===== src/rtl/imem_loader_pkg.sv =====
// Shared types and helpers for the instruction-memory boot loader.
package imem_loader_pkg;

    typedef enum logic [1:0] {
        IDLE    = 2'd0,
        COLLECT = 2'd1,
        WRITE   = 2'd2,
        DONE    = 2'd3
    } state_t;

    function automatic int bytes_per_word(input int width);
        return width / 8;
    endfunction

endpackage


===== src/rtl/imem_loader_byte_packer.sv =====
// Little-endian byte packer: assembles one word from a stream of bytes.
// word_next already includes the byte being loaded this cycle.
module byte_packer
    import imem_loader_pkg::*;
#(
    parameter int RAM_WIDTH = 32
) (
    input  logic                 clk,
    input  logic                 rst_n,
    input  logic                 clear,
    input  logic                 load,
    input  logic [7:0]           byte_data,
    output logic [RAM_WIDTH-1:0] word_next,
    output logic                 last
);

    localparam int BYTES = bytes_per_word(RAM_WIDTH);
    localparam int IDX_W = (BYTES > 1) ? $clog2(BYTES) : 1;

    logic [IDX_W-1:0] byte_idx_reg;
    logic [IDX_W-1:0] byte_idx_next;

    assign last = (byte_idx_reg == IDX_W'(BYTES - 1));

    always_comb begin
        byte_idx_next = byte_idx_reg;
        if (clear) begin
            byte_idx_next = '0;
        end else if (load) begin
            byte_idx_next = last ? '0 : byte_idx_reg + IDX_W'(1);
        end
    end

    always_ff @(posedge clk or negedge rst_n) begin
        if (!rst_n) begin
            byte_idx_reg <= '0;
        end else begin
            byte_idx_reg <= byte_idx_next;
        end
    end

    // One register per byte lane; a lane loads only when byte_idx points at it.
    for (genvar gi = 0; gi < BYTES; gi++) begin : g_lane
        logic [7:0] lane_reg;
        logic       lane_hit;

        assign lane_hit = load && (byte_idx_reg == IDX_W'(gi));

        always_ff @(posedge clk or negedge rst_n) begin
            if (!rst_n) begin
                lane_reg <= '0;
            end else if (lane_hit) begin
                lane_reg <= byte_data;
            end
        end

        assign word_next[8*gi +: 8] = lane_hit ? byte_data : lane_reg;
    end

endmodule


===== src/rtl/imem_loader.sv =====
// Boot-time instruction memory loader: byte stream in, word writes out,
// holding the CPU for the duration of the load.
module imem_loader
    import imem_loader_pkg::*;
#(
    parameter int RAM_WIDTH     = 32,
    parameter int RAM_ADDR_BITS = 11
) (
    input  logic                     clk,
    input  logic                     rst_n,
    input  logic                     start,
    input  logic [RAM_ADDR_BITS:0]   len,
    input  logic                     in_valid,
    input  logic [7:0]               in_data,
    output logic                     in_ready,
    output logic                     mem_w_en,
    output logic [RAM_ADDR_BITS-1:0] mem_addr,
    output logic [RAM_WIDTH-1:0]     mem_data,
    output logic                     cpu_hold,
    output logic                     done
);

    localparam logic [RAM_ADDR_BITS:0] MAX_LEN = {1'b1, {RAM_ADDR_BITS{1'b0}}};

    state_t state_reg;
    state_t state_next;

    logic [RAM_ADDR_BITS:0]   len_q_reg;
    logic [RAM_ADDR_BITS:0]   word_idx_reg;
    logic [RAM_ADDR_BITS:0]   word_idx_inc;
    logic [RAM_ADDR_BITS:0]   len_sat;
    logic [RAM_ADDR_BITS-1:0] mem_addr_reg;
    logic [RAM_WIDTH-1:0]     mem_data_reg;
    logic [RAM_WIDTH-1:0]     packer_word;
    logic                     packer_last;
    logic                     start_ok;
    logic                     accept;
    logic                     word_complete;

    assign start_ok      = (state_reg == IDLE) && start;
    assign accept        = (state_reg == COLLECT) && in_valid;
    assign word_complete = accept && packer_last;
    assign len_sat       = (len > MAX_LEN) ? MAX_LEN : len;
    assign word_idx_inc  = word_idx_reg + 1'b1;

    byte_packer #(
        .RAM_WIDTH (RAM_WIDTH)
    ) u_byte_packer (
        .clk       (clk),
        .rst_n     (rst_n),
        .clear     (start_ok),
        .load      (accept),
        .byte_data (in_data),
        .word_next (packer_word),
        .last      (packer_last)
    );

    always_ff @(posedge clk or negedge rst_n) begin
        if (!rst_n) begin
            state_reg <= IDLE;
        end else begin
            state_reg <= state_next;
        end
    end

    always_comb begin
        state_next = state_reg;
        case (state_reg)
            IDLE: begin
                if (start) begin
                    state_next = (len_sat == '0) ? DONE : COLLECT;
                end
            end
            COLLECT: begin
                if (word_complete) begin
                    state_next = WRITE;
                end
            end
            WRITE: begin
                state_next = (word_idx_inc == len_q_reg) ? DONE : COLLECT;
            end
            DONE: begin
                state_next = IDLE;
            end
            default: begin
                state_next = IDLE;
            end
        endcase
    end

    always_comb begin
        in_ready = 1'b0;
        mem_w_en = 1'b0;
        cpu_hold = 1'b0;
        done     = 1'b0;
        case (state_reg)
            COLLECT: begin
                in_ready = 1'b1;
                cpu_hold = 1'b1;
            end
            WRITE: begin
                mem_w_en = 1'b1;
                cpu_hold = 1'b1;
            end
            DONE: begin
                cpu_hold = 1'b1;
                done     = 1'b1;
            end
            default: begin
            end
        endcase
    end

    // Address and data are captured with the last byte so they are stable
    // for the whole WRITE cycle and hold afterwards.
    always_ff @(posedge clk or negedge rst_n) begin
        if (!rst_n) begin
            len_q_reg    <= '0;
            word_idx_reg <= '0;
            mem_addr_reg <= '0;
            mem_data_reg <= '0;
        end else begin
            if (start_ok) begin
                len_q_reg    <= len_sat;
                word_idx_reg <= '0;
            end else if (state_reg == WRITE) begin
                word_idx_reg <= word_idx_inc;
            end
            if (word_complete) begin
                mem_addr_reg <= word_idx_reg[RAM_ADDR_BITS-1:0];
                mem_data_reg <= packer_word;
            end
        end
    end

    assign mem_addr = mem_addr_reg;
    assign mem_data = mem_data_reg;

endmodule


===== config.mk =====
export PLATFORM = sky130hd
export DESIGN_NAME = imem_loader
export DESIGN_NICKNAME = d
export VERILOG_FILES = /design/src/rtl/imem_loader_pkg.sv /design/src/rtl/imem_loader_byte_packer.sv /design/src/rtl/imem_loader.sv
export SDC_FILE = /design/constraint.sdc
export NUM_CORES = 1
export LEC_CHECK = 0
export ABC_AREA = 1
export BUFFER_PORTS_ARGS = -buffer_cell sky130_fd_sc_hd__buf_4
export CAP_MARGIN = 10
export CORE_ASPECT_RATIO = 1.25
export CORE_MARGIN = 8
export CORE_UTILIZATION = 50
export DETAILED_ROUTE_END_ITERATION = 8
export HOLD_SLACK_MARGIN = 0.06
export PLACE_DENSITY = 0.8
export REMOVE_ABC_BUFFERS = 1
export SETUP_SLACK_MARGIN = 0.02
export SYNTH_ARGS = -nofsm -noshare
export SYNTH_HDL_FRONTEND = slang
export SYNTH_SLANG_ARGS = --single-unit

===== constraint.sdc =====
create_clock -name clk -period 3.8 [get_ports clk]
set_input_delay 1.14 -clock clk [delete_from_list [all_inputs] [get_ports clk]]
set_output_delay 1.14 -clock clk [all_outputs]
set_load 0.05 [all_outputs]

# [After elaboration in Yosys (flattened, before gate mapping)]
# Cells that the tools add are included.
[totals] input_bits=24 regBits=95 out_inout_bits=47
[op_classes] n_lt_le_gt_ge=1 reduce_logical=13 add_sub_neg=2 n_mux=18 n_eq_ne=9
[op_table] operator="$mux W12" n=3
[op_table] operator="$mux W8" n=3
[op_table] operator="$mux W2" n=7
[op_table] operator="$add A12 B1 Y12 const B" n=1
[op_table] operator="$eq A12 B12 Y1" n=1
[op_table] operator="$gt A12 B12 Y1 const B" n=1
[op_table] operator="$logic_not A12 Y1" n=1
[op_table] operator="$eq A2 B2 Y1 const B" n=4
[op_table] operator="$pmux W2 S4" n=1
[op_table] operator="$logic_and A1 B1 Y1" n=6
[op_table] operator="$eq A2 B1 Y1 const B" n=2
[op_table] operator="$logic_not A2 Y1" n=2
[op_table] operator="$mux W1" n=4
[op_table] operator="$reduce_bool A2 Y1" n=2
[op_table] operator="$reduce_or A3 Y1" n=1
[op_table] operator="$add A2 B1 Y2 const B" n=1
[op_table] operator="$ne A2 B1 Y1 const B" n=1
[op_table] operator="$ne A2 B2 Y1 const B" n=1
[op_table] operator="$reduce_and A2 Y1" n=1

# [Depth between registers and ports, before layout]
# Gate-level depths: netlist of the first run.
[depth] depth_word=6 mapped_depth=13 mapped_depth_nobuf=13

# [Hierarchy]
# From an unflattened synthesis of the first run, not the netlist that was laid out.
[unflattened] cells_unflattened=462 hier_area_um2=4630.7
[modules_own_cells] mod="imem_loader" cells_per_inst=333 area_each_um2=3274.4 instances=1
[modules_own_cells] mod="byte_packer" cells_per_inst=129 area_each_um2=1356.3 instances=1

# [Least setup slack after synthesis of the first run]
# Ideal clock, no wire load.
[synth_path] path_kind="input to register" from="in len[2]" to="reg state_reg[1]" n_path_buf=0 path_slack_ps=1682 arrival_time_ps=1992 path_stages=6 setup_time_ps=126 required_ps=3674 cell_sequence="nor4_1 -> nand3b_1 -> nand2_1 -> nand2_1 -> a21oi_1 -> a21oi_2"
[synth_between] elab_chain_len=6
[synth_rtl] element="from (decl)" line="imem_loader.sv:12" text="input logic [RAM_ADDR_BITS:0] len,"
[synth_rtl] element="$gt A12 B12 Y1" line="imem_loader.sv:43" text="assign len_sat = (len > MAX_LEN) ? MAX_LEN : len;"
[synth_rtl] element="$mux W12 *" line="imem_loader.sv:43"
[synth_rtl] element="$logic_not A12 Y1 *" line="imem_loader.sv:71" text="state_next = (len_sat == '0) ? DONE : COLLECT;"
[synth_rtl] element="$mux W2 *" line="imem_loader.sv:71"
[synth_rtl] element="$mux W2 *" line="imem_loader.sv:70" text="if (start) begin"
[synth_rtl] element="$pmux W2 S4 *" line="imem_loader.sv:68" text="case (state_reg)"
[synth_rtl] element="to (signal assigned)" line="imem_loader.sv:62" text="state_reg <= state_next;"
[synth_rtl] element="to (decl)" line="imem_loader.sv:25" text="state_t state_reg;"
# Mark *: on every way between the ends. The rest lies on a longest branch, timed or not. The select of a mux whose other input is x is not followed.
# A chain may end at the register's enable or synchronous reset.

# [Final worst setup path of the first run]
[layout_path] from="in in_valid" to="reg mem_data_reg[31], in the netlist mem_data[31]"
[layout_between] elab_chain_len=2
[layout_rtl] element="from (decl)" line="imem_loader.sv:13" text="input logic in_valid,"
[layout_rtl] element="$logic_and A1 B1 Y1" line="imem_loader.sv:41" text="assign accept = (state_reg == COLLECT) && in_valid;"
[layout_rtl] element="$logic_and A1 B1 Y1" line="imem_loader_byte_packer.sv:47, imem_loader.sv:42"
[layout_rtl] element="to (signal assigned)" line="imem_loader.sv:131" text="mem_data_reg <= packer_word;"
[layout_rtl] element="to (decl)" line="imem_loader.sv:33" text="logic [RAM_WIDTH-1:0] mem_data_reg;"
# Every way passes these cells.

==> impl_metrics.csv, run 1 <==
group,metric,value,unit
logic_synthesis,syn_area,4190,um2
detailed_routing,wirelength,9250,um
timing,hold_viol,0,
logic_synthesis,async_reset_ff_share,100,%
floorplan,die_x,97.9,um
global_route,grt_pass1_wl,16300,um
timing,clock.fmax,407,MHz
setup_path,critPathSlowestCell,"nor2_4",
timing,rsz0062_at_grt,"false",
detailed_routing,vias,3423,
pwr,seqPwrFrac,39.5,%
cts,cts_root_buf,"clkbuf_8",
global_route,grt-busiest-layer,"met2",
floorplan,die_h,118,um
logic_synthesis,yosysWarningCount,0,
placed_design,pre_cts_ws,913,ps
setup_path,arrival,2700,ps
cts,cts_setup_buffers,0,
logic_synthesis,ys_top_cells_by_count,"nand2_1, dfrtp_1, inv_1, nand3_1, o21ai_1",
timing,finalCritPeriodShare,64.6,%
pwr,p_clk_share,15.4,%
setup_path,reg2reg_depth,8,
timing,final.min_clock_period,2460,ps
setup_path,required,4050,ps
global_route,antenna_found_initial,0,
placed_design,dp_hpwl,6770,um
pwr,power,4000,uW
pwr,powerDensity,806,nW/um2
status,status,"completed",
cts,insertion_delay,370,ps
floorplan,core_area,8190,um2
final_layout,diodes,0,
final_layout,area.sequential,2380,um2
setup_path,path_buf_inv,3,
global_route,grt.total_usage,16.8,%
cts,ctsHoldBuffers,0,
setup_path,cp_common_cell,"buf_4",
detailed_routing,ant_nets,0,
final_layout,multi_input_area,1550,um2
logic_synthesis,synthTopCellsByArea,"dfrtp_1, nand2_1, nand3_1",
final_layout,syn_to_final_growth,18.3,%
placed_design,gp_congestion,0.898,
global_route,met3_usage,4.64,%
setup_path,crit_path_start_kind,"primary input",
setup_path,cp-startpoint,"in_valid",
final_layout,layout-drive-gt1-share,19.9,%
cts,cts-resized-gates,0,
floorplan,dieArea,11600,um2
setup_path,crit_path_max_fanout,35,
detailed_routing,firstDrtPassIters,5,
pwr,p_comb_share,45.1,%
logic_synthesis,synth_ff_type,"dfrtp_1",
final_layout,post-route-util,60.5,%
setup_path,cp_cell_sequence,"buf_4 -> nand2_2 -> nor2_4 -> inv_2 -> buf_4 -> nand2_1 -> o21ai_0",
logic_synthesis,yosysTopAreaCellShare,56.7,%
setup_path,slowest_delay,460,ps
setup_path,timing.rr.end,"mem_data[31]",
global_route,grt_pass1_vias,3517,
timing,slew_headroom,47.4,%
final_layout,final_nets,581,
logic_synthesis,syn_inst,482,
detailed_routing,wl_per_cell,14.1,um
placed_design,io_buffers,70,
setup_path,cp_top_family,"buffers and inverters",
pwr,p_int,2160,uW
logic_synthesis,synth-edff-count,0,
logic_synthesis,ys_seq_elements,95,
worst_hold_path,hp-class,"reg2reg",
logic_synthesis,yosysMostFrequentCell,"nand2_1",
floorplan,start_util,51.2,%
setup_path,reg2reg_from,"state_reg[0]",
pwr,swShare,46.0,%
logic_synthesis,syn_avg_cell_area,8.70,um2
floorplan,core.rowCount,37,
cts,htreeDepth,3,
global_route,grt_use_met1,20.3,%
global_route,grt.overflow.total,0,
cts,cts_sinks,95,
cts,path_clk_slew,100,ps
pwr,switchingPower,1840,uW
logic_synthesis,seq_area_frac_synth,56.7,%
timing,fin_setup_tns,0,ps
setup_path,cp.depth,7,
logic_synthesis,post-synth-top-area-cell,"dfrtp_1",
timing,fin_ws,1340,ps
detailed_routing,post_drt_via_cell_ratio,5.23,
timing,setup_violations,0,
logic_synthesis,synth_cell_type_count,30,
setup_path,r2r_setup_slack,1500,ps
pwr,irDropWorstVdd,0.000470,V
setup_path,end_kind,"flip-flop",
floorplan,ios,71,
timing,clock_skew,12.9,ps
cts,clock_path_buffers,2,
detailed_routing,drt_iter0_markers,132,
global_route,grt_max_degree,65,
final_layout,fill_cells,716,
detailed_routing,drcViolationCount,0,
setup_path,worstSetupPathType,"in2reg",
global_route,use_met2,28.1,%
cts,cts_tree,"built",
timing,slew_viol_final,0,
timing,tightest_slew,789,ps
job,max_cap_violations,0,
final_layout,largest_reg_flops,32,
cts,cts_buffers,9,
setup_path,critPathCapture,"mem_data[31]",
pwr,power_leakage,0.00255,uW
-- stage by stage --
step / instance area (um2) / hold slack [ps] / cells
floorplan: 4110 / 443 / 468
global placement: 4780 / 452 / 638
detailed placement: 4780 / 460 / 638
CTS: 4960 / 487 / 654
global route: 4960 / 504 / 654
finish: 4960 / 484 / 654
-- routing by layer --
| metal | share of wire (%) | vias to the layer above | wire length [um] |
|---|---|---|---|
| met5 | 0 | - | 0 |
| met4 | 1.4 | 0 | 128 |
| met3 | 5.7 | 12 | 527 |
| met2 | 49 | 99 | 4510 |
| met1 | 44 | 1627 | 4090 |
| li1 | - | 1685 | - |
-- power groups by stage --
stage | Combinational, uW | Sequential, uW | Clock [uW]
after floorplan | 691 | 2150 | 0
after global placement | 1770 | 1580 | 0
after detailed placement | 1820 | 1600 | 0
after CTS | 1820 | 1580 | 625
after global routing | 1960 | 1620 | 671
final | 1800 | 1580 | 616
-- layout by cell type, fill, tap and decap left out, drive strengths merged --
| master | netlist | layout |
|---|---|---|
| nor2 | 22 | 22 |
| buf | 10 | 73 |
| o21bai | 1 | 1 |
| o21ai | 61 | 61 |
| nor3 | 1 | 1 |
| nor4 | 2 | 2 |
| clkinvlp | 0 | 2 |
| or3 | 1 | 1 |
| dfrtp | 95 | 95 |
| inv | 45 | 48 |
| nand3b | 1 | 1 |
| ha | 5 | 5 |
| and2 | 1 | 1 |
| and3 | 1 | 1 |
| clkbuf | 4 | 10 |
| a21oi | 4 | 4 |
| nand2 | 178 | 178 |
| o22ai | 9 | 9 |
| nand4 | 3 | 3 |
| clkinv | 2 | 3 |
| nand3 | 35 | 35 |
| xor2 | 1 | 1 |
-- final cells by class --
type / count / area share [%]
Sequential cell: 95 / 48.0
Multi-Input combinational cell: 326 / 31.2
Clock buffer: 10 / 2.57
Timing Repair Buffer: 73 / 11.1
Inverter: 47 / 3.66
Clock inverter: 6 / 1.06
Tap cell: 97 / 2.45
-- cell families (layout without fill, tap and decap cells) --
group,after synthesis,count (layout),synth area share (%)
flops,95,95,56.7
buf+inv,61,136,6.33
fa+ha+maj,5,5,1.49
simple gates,245,245,25.3
xor+xnor,1,1,0.209
compound gates,75,75,10.0
-- worst register-to-register path, stage by stage (launching register included) --
cell and delay (ps):
dfrtp_1 460, inv_2 70, nor2_4 150, nand2_2 130, nor2_4 460, inv_2 420
buf_4 350, nand2_1 90, o21ai_0 70
-- how the worst min path moves through the flow --
stage                                              startpoint                             endpoint  slack (ps)  depth (start not counted)
after floorplan           u_byte_packer.g_lane[0].lane_reg[5]  u_byte_packer.g_lane[0].lane_reg[5]         440                          2
after global placement    u_byte_packer.g_lane[0].lane_reg[6]  u_byte_packer.g_lane[0].lane_reg[6]         450                          2
after detailed placement  u_byte_packer.g_lane[2].lane_reg[6]  u_byte_packer.g_lane[2].lane_reg[6]         460                          2
after CTS                 u_byte_packer.g_lane[2].lane_reg[6]  u_byte_packer.g_lane[2].lane_reg[6]         490                          2
after global routing      u_byte_packer.g_lane[2].lane_reg[6]  u_byte_packer.g_lane[2].lane_reg[6]         500                          2
final                     u_byte_packer.g_lane[2].lane_reg[5]  u_byte_packer.g_lane[2].lane_reg[5]         480                          2
Power figures use the tool's default switching activity.
==> run 2: changes to the inputs <==
--- a/config.mk
+++ b/config.mk
@@ -5,7 +5,7 @@
 export SDC_FILE = /design/constraint.sdc
 export NUM_CORES = 1
 export LEC_CHECK = 0
-export ABC_AREA = 1
+export ABC_AREA = 0
 export BUFFER_PORTS_ARGS = -buffer_cell sky130_fd_sc_hd__buf_4
 export CAP_MARGIN = 10
 export CORE_ASPECT_RATIO = 1.25
@@ -13,7 +13,7 @@
 export CORE_UTILIZATION = 50
 export DETAILED_ROUTE_END_ITERATION = 8
 export HOLD_SLACK_MARGIN = 0.06
-export PLACE_DENSITY = 0.8
+export PLACE_DENSITY = 0.83
 export REMOVE_ABC_BUFFERS = 1
 export SETUP_SLACK_MARGIN = 0.02
 export SYNTH_ARGS = -nofsm -noshare
==> constraint.sdc (replaced) <==
create_clock -name clk -period 2.21 [get_ports clk]
set_input_delay 0.663 -clock clk [delete_from_list [all_inputs] [get_ports clk]]
set_output_delay 0.663 -clock clk [all_outputs]
set_load 0.05 [all_outputs]
==> run 2 against run 1 <==
  * Clock skew down 5.1 ps
  * Critical path depth down 4
  * Synthesized area rose by 0.24%
  * Critical endpoint is now mem_w_en
==> impl_metrics.csv, run 2 <==
group,metric,value,unit
status,status,"completed",
logic_synthesis,post-synth-top-area-cell,"dfrtp_1",
logic_synthesis,synth-edff-count,0,
detailed_routing,drcViolationCount,0,
floorplan,die_x,98.0,um
timing,tightest_slew,425,ps
detailed_routing,firstDrtPassIters,4,
floorplan,core.rowCount,37,
final_layout,final_cell_mix,"dfrtp_1, buf_4, mux2_2",
pwr,power_leakage,0.00248,uW
setup_path,end_kind,"primary output",
placed_design,place_area,4880,um2
floorplan,die_h,118,um
final_layout,syn_to_final_growth,21.7,%
logic_synthesis,yosysWarningCount,0,
logic_synthesis,seq_area_frac_synth,56.6,%
detailed_routing,wl_per_cell,17.9,um
global_route,grt_pass1_vias,3178,
logic_synthesis,synth_top_family_by_area,"multiplexers",
logic_synthesis,synth_xor_area_share,3.13,%
timing,clock_skew,7.80,ps
global_route,grt_pass1_wl,15500,um
global_route,grt.total_usage,16.7,%
floorplan,core_area,8190,um2
final_layout,fin_area,5110,um2
logic_synthesis,syn_area,4200,um2
final_layout,final_nets,442,
setup_path,worstSetupPathType,"reg2out",
logic_synthesis,yosysMostFrequentCell,"dfrtp_1",
logic_synthesis,ys_top_cells_by_count,"dfrtp_1, mux2_2, nand2_1, o21ai_0, nor2_1",
floorplan,dieArea,11600,um2
logic_synthesis,ys_seq_elements,95,
global_route,grt_max_degree,43,
logic_synthesis,synth_cell_type_count,45,
setup_path,required,1550,ps
setup_path,cp_cell_sequence,"nand2b_1 -> inv_2 -> buf_4",
setup_path,slowest_delay,470,ps
timing,slew_headroom,71.7,%
cts,cts_root_buf,"clkbuf_8",
final_layout,area.sequential,2380,um2
placed_design,dp_hpwl,6820,um
placed_design,dpl.cell_count,496,
setup_path,arrival,1440,ps
logic_synthesis,yosysTopAreaCellShare,56.6,%
placed_design,gp_congestion,0.892,
pwr,powerDensity,1470,nW/um2
pwr,irDropWorstVdd,0.00120,V
timing,clock.fmax,475,MHz
detailed_routing,ant_nets,0,
worst_hold_path,hp-class,"in2async",
final_layout,diodes,0,
timing,hold_viol,0,
timing,final.min_clock_period,2100,ps
setup_path,cp_top_family,"flip-flops",
cts,htreeDepth,3,
global_route,use_met2,28.2,%
logic_synthesis,synth_compound_area_share,8.96,%
logic_synthesis,synthTopCellsByArea,"dfrtp_1, mux2_2, o21ai_0",
cts,cts_sinks,95,
cts,cts_buffers,9,
global_route,antenna_found_initial,0,
cts,path_clk_slew,90,ps
final_layout,layout-drive-gt1-share,43.1,%
global_route,grt.overflow.total,0,
logic_synthesis,async_reset_ff_share,100,%
final_layout,fill_cells,644,
floorplan,start_util,51.3,%
global_route,grt_use_met1,18.3,%
logic_synthesis,synth_ff_type,"dfrtp_1",
final_layout,stdcell_count,515,
logic_synthesis,syn_avg_cell_area,12.6,um2
final_layout,mostFrequentLayoutCell,"dfrtp_1",
logic_synthesis,synthSimpleGateAreaFrac,9.62,%
logic_synthesis,synth_mux_area_share,18.0,%
final_layout,largest_reg_flops,32,
detailed_routing,wirelength,9240,um
setup_path,critPathSlowestCell,"dfrtp_2",
pwr,power,7530,uW
cts,cts_tree,"built",
placed_design,io_buffers,70,
job,max_cap_violations,0,
timing,finalCritPeriodShare,95.2,%
logic_synthesis,synth_adder_area_share,1.49,%
final_layout,multi_input_area,1730,um2
detailed_routing,post_drt_via_cell_ratio,5.71,
timing,slew_viol_final,0,
setup_path,path_buf_inv,2,
cts,clock_path_buffers,2,
global_route,grt-busiest-layer,"met2",
setup_path,crit_path_start_kind,"flip-flop",
cts,insertion_delay,370,ps
logic_synthesis,syn_inst,333,
timing,rsz0062_at_grt,"false",
setup_path,crit_path_max_fanout,9,
detailed_routing,drt_iter0_markers,126,
timing,setup_violations,0,
global_route,met3_usage,6.64,%
detailed_routing,vias,2943,
floorplan,ios,71,
-- run 2: cell types whose count changed after synthesis, sizes merged, moves of 6 or more --
cell and delta:
a22o +9, inv -41, mux2 +67, nand2 -153, nand2b +7, nand3 -26, nor2 -9, o21ai -42
o22ai -7, xnor2 +6, xor2 +8
-- run 2: report_power, final --
| part | internal (uW) | switching (uW) | total (uW) |
|---|---|---|---|
| logic | 1300 | 2200 | 3490 |
| clock network | 548 | 665 | 1210 |
| registers | 2430 | 388 | 2820 |
| total | 4280 | 3250 | 7530 |
-- run 2: metrics by stage --
step | TNS (ps) | setup WS (ps) | hold WS, ps | utilization, %
after CTS | 0 | 22.9 | 219 | 62.1
after floorplan | -4830 | -112 | 367 | -
after detailed placement | 0 | 148 | 480 | 59.5
final | 0 | 106 | 218 | 62.4
after global routing | 0 | 28.6 | 233 | 62.4
after global placement | 0 | 192 | 475 | 59.5
-- run 2: metal layers --
layer / wire length (um) / vias up
met4: 150 / 0
met5: 0 / -
met2: 4760 / 93
met1: 3680 / 1486
li1: - / 1351
met3: 643 / 13
-- run 2: cells by family after synthesis --
| group | Yosys count |
|---|---|
| DFF | 95 |
| buffers and inverters | 19 |
| AOI/OAI and AO/OA | 54 |
| xor gates and xnor gates | 15 |
| muxes | 67 |
| and+or+nand+nor | 78 |
| adders and majority gates | 5 |
-- run 2: path summary, 6_finish.rpt --
path,from,endpoint,slack (ps),depth (start not counted)
worst max-delay path,state_reg[0],mem_w_en,110,3
worst min-delay path,rst_n,mem_addr[10],220,1
min in group clk,u_byte_packer.g_lane[2].lane_reg[2],u_byte_packer.g_lane[2].lane_reg[2],500,1
max in group asynchronous,rst_n,u_byte_packer.g_lane[0].lane_reg[6],1440,2
worst max register to register,word_idx_reg[2],state_reg[1],180,5
worst min register to register,u_byte_packer.g_lane[2].lane_reg[2],u_byte_packer.g_lane[2].lane_reg[2],500,1
-- run 2: cell type report --
type | instances | area share (%)
Inverter | 4 | 0.294
Multi-Input combinational cell | 219 | 33.8
Sequential cell | 95 | 46.5
Timing Repair Buffer | 84 | 12.8
Clock buffer | 9 | 2.42
Tap cell | 97 | 2.37
Clock inverter | 7 | 1.76
-- run 2: timing repair --
action	in CTS	in global routing
hold buffers	0	0
setup endpoints to repair	1	1
setup buffers	0	3
gates resized for setup	1	1
==> run 3: changes to the inputs <==
--- a/config.mk
+++ b/config.mk
@@ -5,7 +5,7 @@
 export SDC_FILE = /design/constraint.sdc
 export NUM_CORES = 1
 export LEC_CHECK = 0
-export ABC_AREA = 0
+export ABC_AREA = 1
 export BUFFER_PORTS_ARGS = -buffer_cell sky130_fd_sc_hd__buf_4
 export CAP_MARGIN = 10
 export CORE_ASPECT_RATIO = 1.25
==> run 3 against run 2 <==
  * Design area shrank 1.8%
  * Setup slack better by 160 ps
  * Global-route usage up 0.16 points
  * Critical path type unchanged
  * Hold slack better by 22 ps
  * Largest power group unchanged
  * Via count is 16% higher
  * Critical path depth did not move
==> impl_metrics.csv, run 3 (synthesis gave the netlist of run 1 again) <==
group,metric,value,unit
status,status,"completed",
pwr,irDropWorstVdd,0.000760,V
cts,insertion_delay,360,ps
cts,cts_tree,"built",
timing,clock_skew,5.92,ps
pwr,powerDensity,1390,nW/um2
timing,setup_violations,0,
setup_path,required,1550,ps
placed_design,gp_congestion,0.887,
setup_path,r2r_setup_slack,440,ps
detailed_routing,firstDrtPassIters,5,
detailed_routing,vias,3412,
job,max_cap_violations,0,
final_layout,layout-drive-gt1-share,20.2,%
final_layout,largest_reg_flops,32,
timing,rsz0062_at_grt,"false",
global_route,grt_pass1_wl,16100,um
cts,cts_sinks,95,
floorplan,die_x,97.9,um
timing,hold_viol,0,
final_layout,syn_to_final_growth,19.8,%
detailed_routing,wirelength,9340,um
pwr,swShare,44.6,%
placed_design,io_buffers,70,
pwr,p_clk_share,16.6,%
pwr,seqPwrFrac,38.7,%
setup_path,reg2reg_from,"word_idx_reg[0]",
setup_path,timing.rr.end,"state_reg[1]",
setup_path,reg2reg_depth,11,
cts,cts_root_buf,"clkbuf_8",
pwr,switchingPower,3120,uW
timing,finalCritPeriodShare,88.0,%
global_route,grt.total_usage,16.9,%
global_route,antenna_found_initial,0,
cts,cts_buffers,9,
pwr,p_comb_share,44.7,%
timing,hold-worst-slack,240,ps
final_layout,final_nets,584,
cts,cts_setup_buffers,0,
cts,path_clk_slew,90,ps
final_layout,final_cell_mix,"nand2_1, dfrtp_1, buf_4",
setup_path,arrival,1280,ps
floorplan,core.rowCount,37,
setup_path,crit_path_max_fanout,6,
timing,tightest_slew,455,ps
floorplan,start_util,51.2,%
setup_path,worstSetupPathType,"reg2out",
floorplan,dieArea,11600,um2
timing,final.min_clock_period,1950,ps
floorplan,die_h,118,um
setup_path,end_kind,"primary output",
worst_hold_path,hp-class,"in2async",
detailed_routing,ant_nets,0,
placed_design,dp_hpwl,6850,um
pwr,p_int,3870,uW
placed_design,place_area,4820,um2
floorplan,core_area,8190,um2
cts,cts-resized-gates,0,
pwr,power_leakage,0.00259,uW
timing,slew_headroom,69.7,%
cts,htreeDepth,3,
global_route,grt_pass1_vias,3503,
cts,ctsHoldBuffers,0,
final_layout,mostFrequentLayoutCell,"nand2_1",
detailed_routing,post_drt_via_cell_ratio,5.20,
floorplan,ios,71,
timing,slew_viol_final,0,
detailed_routing,wl_per_cell,14.2,um
timing,clock.fmax,514,MHz
cts,clock_path_buffers,2,
final_layout,diodes,0,
final_layout,fin_area,5020,um2
timing,fin_setup_tns,0,ps
detailed_routing,drt_iter0_markers,141,
global_route,grt_max_degree,35,
detailed_routing,drcViolationCount,0,
setup_path,crit_path_start_kind,"flip-flop",
global_route,grt.overflow.total,0,
-- run 3: per-stage QoR --
step / setup WS [ps] / total power (uW) / instances / util, %
floorplan: 105 / 4890 / 468 / -
global route: 183 / 7410 / 656 / 61.3
finish: 264 / 6990 / 656 / 61.3
CTS: 220 / 7040 / 656 / 61.3
global placement: 492 / 5780 / 641 / 58.9
detailed placement: 458 / 5890 / 641 / 58.9
-- run 3: area by class of cell --
type / count / area [um2]
tap: 97 / 121
multi-input combinational: 326 / 1550
clock inverter: 3 / 42.5
clock buffer: 12 / 155
timing repair buffer: 76 / 596
sequential: 95 / 2380
inverter: 47 / 181
fill: 709 / 3170
-- run 3: how the worst max path moves through the flow --
| stage | from | endpoint | slack [ps] | cells past startpoint |
|---|---|---|---|---|
| detailed placement | word_idx_reg[1] | state_reg[1] | 460 | 11 |
| floorplan | state_reg[0] | state_reg[1] | 110 | 8 |
| finish | state_reg[1] | mem_w_en | 260 | 3 |
| CTS | state_reg[1] | mem_w_en | 220 | 3 |
| global placement | len[2] | state_reg[1] | 490 | 7 |
| global route | state_reg[0] | cpu_hold | 180 | 3 |
-- run 3: power groups by stage --
stage	Clock, uW	Combinational [uW]	Sequential, uW
after floorplan	0	1190	3700
after global placement	0	3070	2720
after detailed placement	0	3150	2740
after CTS	1180	3160	2710
after global routing	1240	3390	2780
final	1160	3130	2700
-- run 3: metal layers --
metal	track usage [%]	vias to the layer above	part of all wire (%)
li1	-	1687	-
met1	19.7	1626	43
met2	28.5	90	50
met3	4.58	9	5.8
met4	7.62	0	1.4
met5	0	-	0
-- run 3: worst max-delay path: stages, from the launching register on --
cell	delay, ps
dfrtp_1	430
inv_1	90
nor2_4	170
buf_4	230
